**config.mk**
```make
export PLATFORM = sky130hd
export DESIGN_NAME = aes_host_ctrl
export DESIGN_NICKNAME = d
export VERILOG_FILES = /design/src/rtl/aes_pkg.sv /design/src/rtl/aes_host_ctrl.sv
export SDC_FILE = /design/constraint.sdc
export NUM_CORES = 1
export LEC_CHECK = 0
export CAP_MARGIN = 15
export CORE_AREA = 2 2 353 355
export DETAILED_ROUTE_END_ITERATION = 12
export DIE_AREA = 0 0 355 357
export GPL_TIMING_DRIVEN = 0
export PLACE_DENSITY = 0.59
export SLEW_MARGIN = 25
export SYNTH_ARGS = -nofsm -noshare
export SYNTH_HDL_FRONTEND = slang
export SYNTH_SLANG_ARGS = --single-unit
```
**constraint.sdc**
```tcl
create_clock -name CLK -period 6.1 [get_ports CLK]
set_input_delay 0.61 -clock CLK [delete_from_list [all_inputs] [get_ports CLK]]
set_output_delay 0.61 -clock CLK [all_outputs]
set_load 0.05 [all_outputs]
```
**src/rtl/aes_pkg.sv**
```systemverilog
// Shared types and constants for the AES host sequencer: FSM encoding, engine
// select values, the 128-bit block type and the FIPS-197 reference vectors.
package aes_pkg;

    typedef logic [127:0] blk_t;

    typedef enum logic [2:0] {
        S_IDLE = 3'd0,
        S_KEY  = 3'd1,
        S_DATA = 3'd2,
        S_WAIT = 3'd3,
        S_RESP = 3'd4
    } state_t;

    localparam logic MODE_ENC = 1'b0;
    localparam logic MODE_DEC = 1'b1;

    // FIPS-197 appendix C.1; DKEY is the final round key that the DEC core expects.
    localparam blk_t FIPS_KEY  = 128'h000102030405060708090a0b0c0d0e0f;
    localparam blk_t FIPS_DKEY = 128'h13111d7fe3944a17f307a78b4d2b30c5;
    localparam blk_t FIPS_PT   = 128'h00112233445566778899aabbccddeeff;
    localparam blk_t FIPS_CT   = 128'h69c4e0d86a7b0430d8cdb78070b4c55a;

endpackage

```
**src/rtl/aes_host_ctrl.sv**
```systemverilog
// Initiator-side sequencer for the AES_ENC / AES_DEC pair: accepts one-block
// requests, loads keys only when the per-engine cache misses, returns Dout.
module aes_host_ctrl
    import aes_pkg::*;
#(
    parameter int TIMEOUT = 32,
    parameter int CW      = 8
) (
    input  logic         CLK,
    input  logic         RSTn,
    // Request: accepted on a cycle where req_valid and req_ready are both high.
    // Response: held stable from rsp_valid until the cycle rsp_ready is seen.
    input  logic         req_valid,
    output logic         req_ready,
    input  logic         req_mode,
    input  logic         req_knew,
    input  logic [127:0] req_key,
    input  logic [127:0] req_data,
    output logic         rsp_valid,
    input  logic         rsp_ready,
    output logic [127:0] rsp_data,
    output logic         rsp_err,
    output logic [127:0] Key,
    output logic         Krdy,
    output logic [127:0] Din,
    output logic         Drdy,
    output logic         EN_E,
    output logic         EN_D,
    input  logic         BSY_E,
    input  logic         BSY_D,
    input  logic         Dvld_E,
    input  logic         Dvld_D,
    input  logic [127:0] Dout_E,
    input  logic [127:0] Dout_D,
    output logic [2:0]   dbg_state
);

    state_t          r_state;
    state_t          w_next;
    logic            r_mode;
    logic            r_req_ready;
    logic            r_rsp_valid;
    logic [127:0]    r_rsp_data;
    logic            r_rsp_err;
    logic [127:0]    r_key;
    logic            r_krdy;
    logic [127:0]    r_din;
    logic            r_drdy;
    logic            r_en_e;
    logic            r_en_d;
    logic            r_kv_e;
    logic            r_kv_d;
    blk_t            r_kc_e;
    blk_t            r_kc_d;
    logic [CW-1:0]   r_cnt;

    logic            w_accept;
    logic            w_need_key;
    logic            w_mode;
    logic            w_bsy;
    logic            w_dvld;
    logic            w_timeout;

    assign w_accept   = (r_state == S_IDLE) && req_valid && r_req_ready;
    assign w_need_key = req_knew
                      || !(req_mode ? r_kv_d : r_kv_e)
                      || (req_key != (req_mode ? r_kc_d : r_kc_e));
    // BSY is examined on the edge that enters DATA, when the mode is not yet latched.
    assign w_mode     = (r_state == S_IDLE) ? req_mode : r_mode;
    assign w_bsy      = w_mode ? BSY_D : BSY_E;
    assign w_dvld     = r_mode ? Dvld_D : Dvld_E;
    assign w_timeout  = (r_cnt == CW'(TIMEOUT - 1));

    always_comb begin
        w_next = r_state;
        case (r_state)
            S_IDLE: if (w_accept) w_next = w_need_key ? S_KEY : S_DATA;
            S_KEY:  w_next = S_DATA;
            S_DATA: if (r_drdy) w_next = S_WAIT;
            S_WAIT: if (w_dvld || w_timeout) w_next = S_RESP;
            S_RESP: if (rsp_ready) w_next = S_IDLE;
            default: w_next = S_IDLE;
        endcase
    end

    always_ff @(posedge CLK or negedge RSTn) begin
        if (!RSTn) begin
            r_state     <= S_IDLE;
            r_mode      <= MODE_ENC;
            r_req_ready <= 1'b0;
            r_rsp_valid <= 1'b0;
            r_rsp_data  <= '0;
            r_rsp_err   <= 1'b0;
            r_key       <= '0;
            r_krdy      <= 1'b0;
            r_din       <= '0;
            r_drdy      <= 1'b0;
            r_en_e      <= 1'b0;
            r_en_d      <= 1'b0;
            r_kv_e      <= 1'b0;
            r_kv_d      <= 1'b0;
            r_kc_e      <= '0;
            r_kc_d      <= '0;
            r_cnt       <= '0;
        end else begin
            r_state     <= w_next;
            // Strobes are decoded from the next state so each pulse lines up with its state.
            r_req_ready <= (w_next == S_IDLE);
            r_krdy      <= (w_next == S_KEY);
            r_drdy      <= (w_next == S_DATA) && !w_bsy;
            r_rsp_valid <= (w_next == S_RESP);

            if (w_accept) begin
                r_mode <= req_mode;
                r_en_e <= (req_mode == MODE_ENC);
                r_en_d <= (req_mode == MODE_DEC);
                r_din  <= req_data;
                if (w_need_key) r_key <= req_key;
            end

            if (r_state == S_KEY) begin
                if (r_mode == MODE_DEC) begin
                    r_kv_d <= 1'b1;
                    r_kc_d <= r_key;
                end else begin
                    r_kv_e <= 1'b1;
                    r_kc_e <= r_key;
                end
            end

            if (r_state == S_DATA && r_drdy) r_cnt <= '0;

            if (r_state == S_WAIT) begin
                r_cnt <= r_cnt + CW'(1);
                if (w_dvld) begin
                    r_rsp_data <= r_mode ? Dout_D : Dout_E;
                    r_rsp_err  <= 1'b0;
                end else if (w_timeout) begin
                    // A silent core may have lost its key, so force a reload next time.
                    r_rsp_data <= '0;
                    r_rsp_err  <= 1'b1;
                    if (r_mode == MODE_DEC) r_kv_d <= 1'b0;
                    else                    r_kv_e <= 1'b0;
                end
            end
        end
    end

    assign req_ready = r_req_ready;
    assign rsp_valid = r_rsp_valid;
    assign rsp_data  = r_rsp_data;
    assign rsp_err   = r_rsp_err;
    assign Key       = r_key;
    assign Krdy      = r_krdy;
    assign Din       = r_din;
    assign Drdy      = r_drdy;
    assign EN_E      = r_en_e;
    assign EN_D      = r_en_d;
    assign dbg_state = r_state;

endmodule

```
==> impl_metrics.csv <==
group,metric,value,unit
cells_and_area,num-nets-final,4464,
placement,gp_congestion,0.971,
die,start_util,25.4,%
sta,relSlewSlack,26.0,%
global_route,globalRoute.totalOverflow,0,
sta,rsz0062_at_grt,"no",
route,drt-wirelength-per-cell,29.7,um
sta,skew,0.0441,ns
global_route,antenna_found_initial,33,
global_route,grt_pass1_vias,28142,
cells_and_area,areaGrowthSynthToFinish,46.2,%
job,maxCapViolCount,0,
route,wl_met2,84.1,mm
route,post-route-drc-count,0,
clock_tree,path_clk_slew,0.07,ns
route,vias,28564,
cells_and_area,mostFrequentLayoutCell,"clkdlybuf4s50_1",
synth,yosysUniqueCellTypes,43,
sta,fin_crit,5.13,ns
placement,place_area,42700,um^2
power_and_ir_drop,sequentialPowerShare,30.3,%
placement,portBuffers,914,
setup_path,critical_path.startpoint_type,"primary input",
synth,synth_top_area_share,52.9,%
route,drt_iter0_markers,2694,
setup_path,crit_path_top_delay_cell,"nor4_1",
power_and_ir_drop,switching_share,47.1,%
synth,synth_top_area_cell,"dfrtp_1",
clock_tree,htree_levels,3,
clock_tree,clock-root-buffer,"clkbuf_16",
synth,async_reset_ff_share,100,%
setup_path,cp_top_family,"buffers and inverters",
setup_path,arrival,5.67,ns
clock_tree,cts_setup_buffers,0,
cells_and_area,final_util,37.1,%
setup_path,critPathCaptureType,"register",
route,drtPass1Iterations,9,
sta,finalSetupTns,0,ns
power_and_ir_drop,power.internal,14.2,mW
clock_tree,cts_max_path_buffers,3,
cells_and_area,drive_above_1_share,11.7,%
setup_path,cp_num_buf_inv,7,
sta,drv_slew,0,
synth,synthFlopType,"dfrtp_1",
power_and_ir_drop,pwr-share-clk,19.8,%
clock_tree,cts_resized,0,
synth,synth.avg_cell_area,10.6,um^2
synth,ys_warn_count,0,
sta,hold_ws,0.429,ns
die,core_area,123000,um^2
power_and_ir_drop,peakVddDrop,0.330,mV
die,ioPinCount,916,
power_and_ir_drop,power.density,589,nW/um^2
sta,tightest_slew,1.11,ns
run_status,status,"complete, no violations",
clock_tree,cts_tree,"built",
clock_tree,clock_latency,0.68,ns
sta,period_share,84.1,%
global_route,grt_pass1_wl,227,mm
sta,final_hold_viol_count,0,
synth,synthesis.nets,3458,
clock_tree,cts_buffers,80,
synth,synth_seq_area_share,52.9,%
die,fp.dieH,357,um
route,antenna_left,0,
setup_path,worstSetupPathType,"primary input to register",
clock_tree,clock_sinks,660,
placement,dp_hpwl,134,mm
synth,synth_area_leaders,"dfrtp_1, mux2_2, mux2i_1",
route,wl_met3,13.0,mm
synth,ys_ff_latch,660,
cells_and_area,mostFrequentLayoutCells,"clkdlybuf4s50_1, dfrtp_1, nand2_1",
sta,setup_violations,0,
synth,synth_edf_count,0,
route,drt_wl_total,168,mm
synth,syn-instance-count,2935,
global_route,grt_max_degree,88,
setup_path,crit_path_max_incr_delay,0.77,ns
die,rows,129,
sta,max_freq,195,MHz
global_route,groute.usage.overall,25.6,%
power_and_ir_drop,power_frac_comb,49.8,%
die,die_area,127000,um^2
power_and_ir_drop,p_leak,19.4,nW
route,wl_met1,61.7,mm
synth,netlist_area,31200,um^2
min_path,min_path_type,"primary input to async pin",
setup_path,path_cells,"buf_4, buf_6, buf_4, buf_2, buf_2, mux2i_1, xnor2_1, nor4_1, nand4_1, or4_4, buf_2, nor3_2, buf_4, nor2_1",
power_and_ir_drop,switchingPower,12.6,mW
route,via_per_inst,5.05,
cells_and_area,fin_area,45600,um^2
die,die_w,355,um
route,routed.top_layer,"met5",
setup_path,worst_ep_required_time,6.63,ns
setup_path,cp_max_fo,10,
==> final cells by class <==
class / instances / area, um^2
repair buffers: 924 / 9390
clock inverters: 42 / 633
fillers: 12455 / 77300
plain buffers: 230 / 1020
multi-input cells: 2042 / 13700
clock buffers: 108 / 2300
well taps: 1637 / 2050
diodes: 10 / 25.0
inverters: 3 / 11.3
flip-flops and latches: 660 / 16500
==> path summary, 6_finish.rpt <==
| path | startpoint | endpoint | slack (ns) | cells past startpoint |
|---|---|---|---|---|
| max | req_mode | Krdy | 0.97 | 14 |
| min | RSTn | Key[67] | 0.43 | 2 |
| max reg2reg | dbg_state[0] | Din[39] | 1.57 | 9 |
| min reg2reg | Din[7] | Din[7] | 0.47 | 2 |
| max in group asynchronous | RSTn | Din[1] | 3.48 | 6 |
| min in group CLK | req_data[46] | Din[46] | 0.47 | 3 |
==> flip-flops by register name, summed over array words and instances, names as in the netlist <==
register   flops
rsp_err        1
req_ready      1
r_kv_d         1
rsp_data     128
dbg_state      3
r_cnt          8
EN_E           1
rsp_valid      1
Key          128
r_kv_e         1
EN_D           1
Drdy           1
r_kc_d       128
Krdy           1
Din          128
r_kc_e       128
==> power by group through the flow <==
stage	combinational, mW	clock, mW	sequential, mW
after global placement	13.4	0	8.12
after CTS	13.5	5.43	8.10
after detailed placement	13.4	0	8.15
final	13.4	5.33	8.15
after global routing	13.9	5.60	8.39
after floorplan	3.74	0	11.9
==> repair_timing <==
action	in CTS	in global routing
setup endpoints to repair	0	0
hold endpoints to repair	45	0
hold buffers	1	0
==> per-stage QoR <==
step	cells	worst slack, ns	power [mW]
after floorplan	2935	2.45	15.6
after global routing	5651	0.900	27.9
after detailed placement	5495	0.239	21.6
final	5656	0.967	26.9
after global placement	5486	-27.04	21.5
after CTS	5646	0.941	27.0
==> per-layer routing <==
layer	up-vias	GRT usage, %
li1	12466	-
met1	14454	29.2
met2	1332	45.0
met3	310	6.15
met4	2	12.3
met5	-	0
==> cell families (layout without fill, tap and decap cells) <==
family          count (synthesis)  in the layout  synth area share, %
mux                           516            516                 17.6
other cells                     0             10                    0
flops                         660            660                 52.9
xor+xnor                       82             82                 2.30
compound gates                455            455                 8.93
buf+inv                       233           1307                 3.25
fa+ha+maj                       1              1               0.0401
simple gates                  988            988                 15.0
==> Yosys cell counts, types with 3 or more instances <==
cell	instances
buf_2	19
xnor2_1	60
nand2_1	528
mux2i_1	259
nor3_1	3
o21ai_0	270
nand4_1	141
buf_6	13
and2_1	129
nor2_1	8
buf_1	10
and3_1	6
a22oi_1	127
a22o_1	7
nand3_1	136
a22oi_2	10
o2bb2ai_1	9
mux2_2	257
dfrtp_1	660
nor4_1	24
buf_4	5
xor2_1	22
o22ai_1	17
a21oi_1	3
or4_1	5
clkbuf_1	183
inv_1	3
No activity file was read; power rests on OpenSTA's default activity.
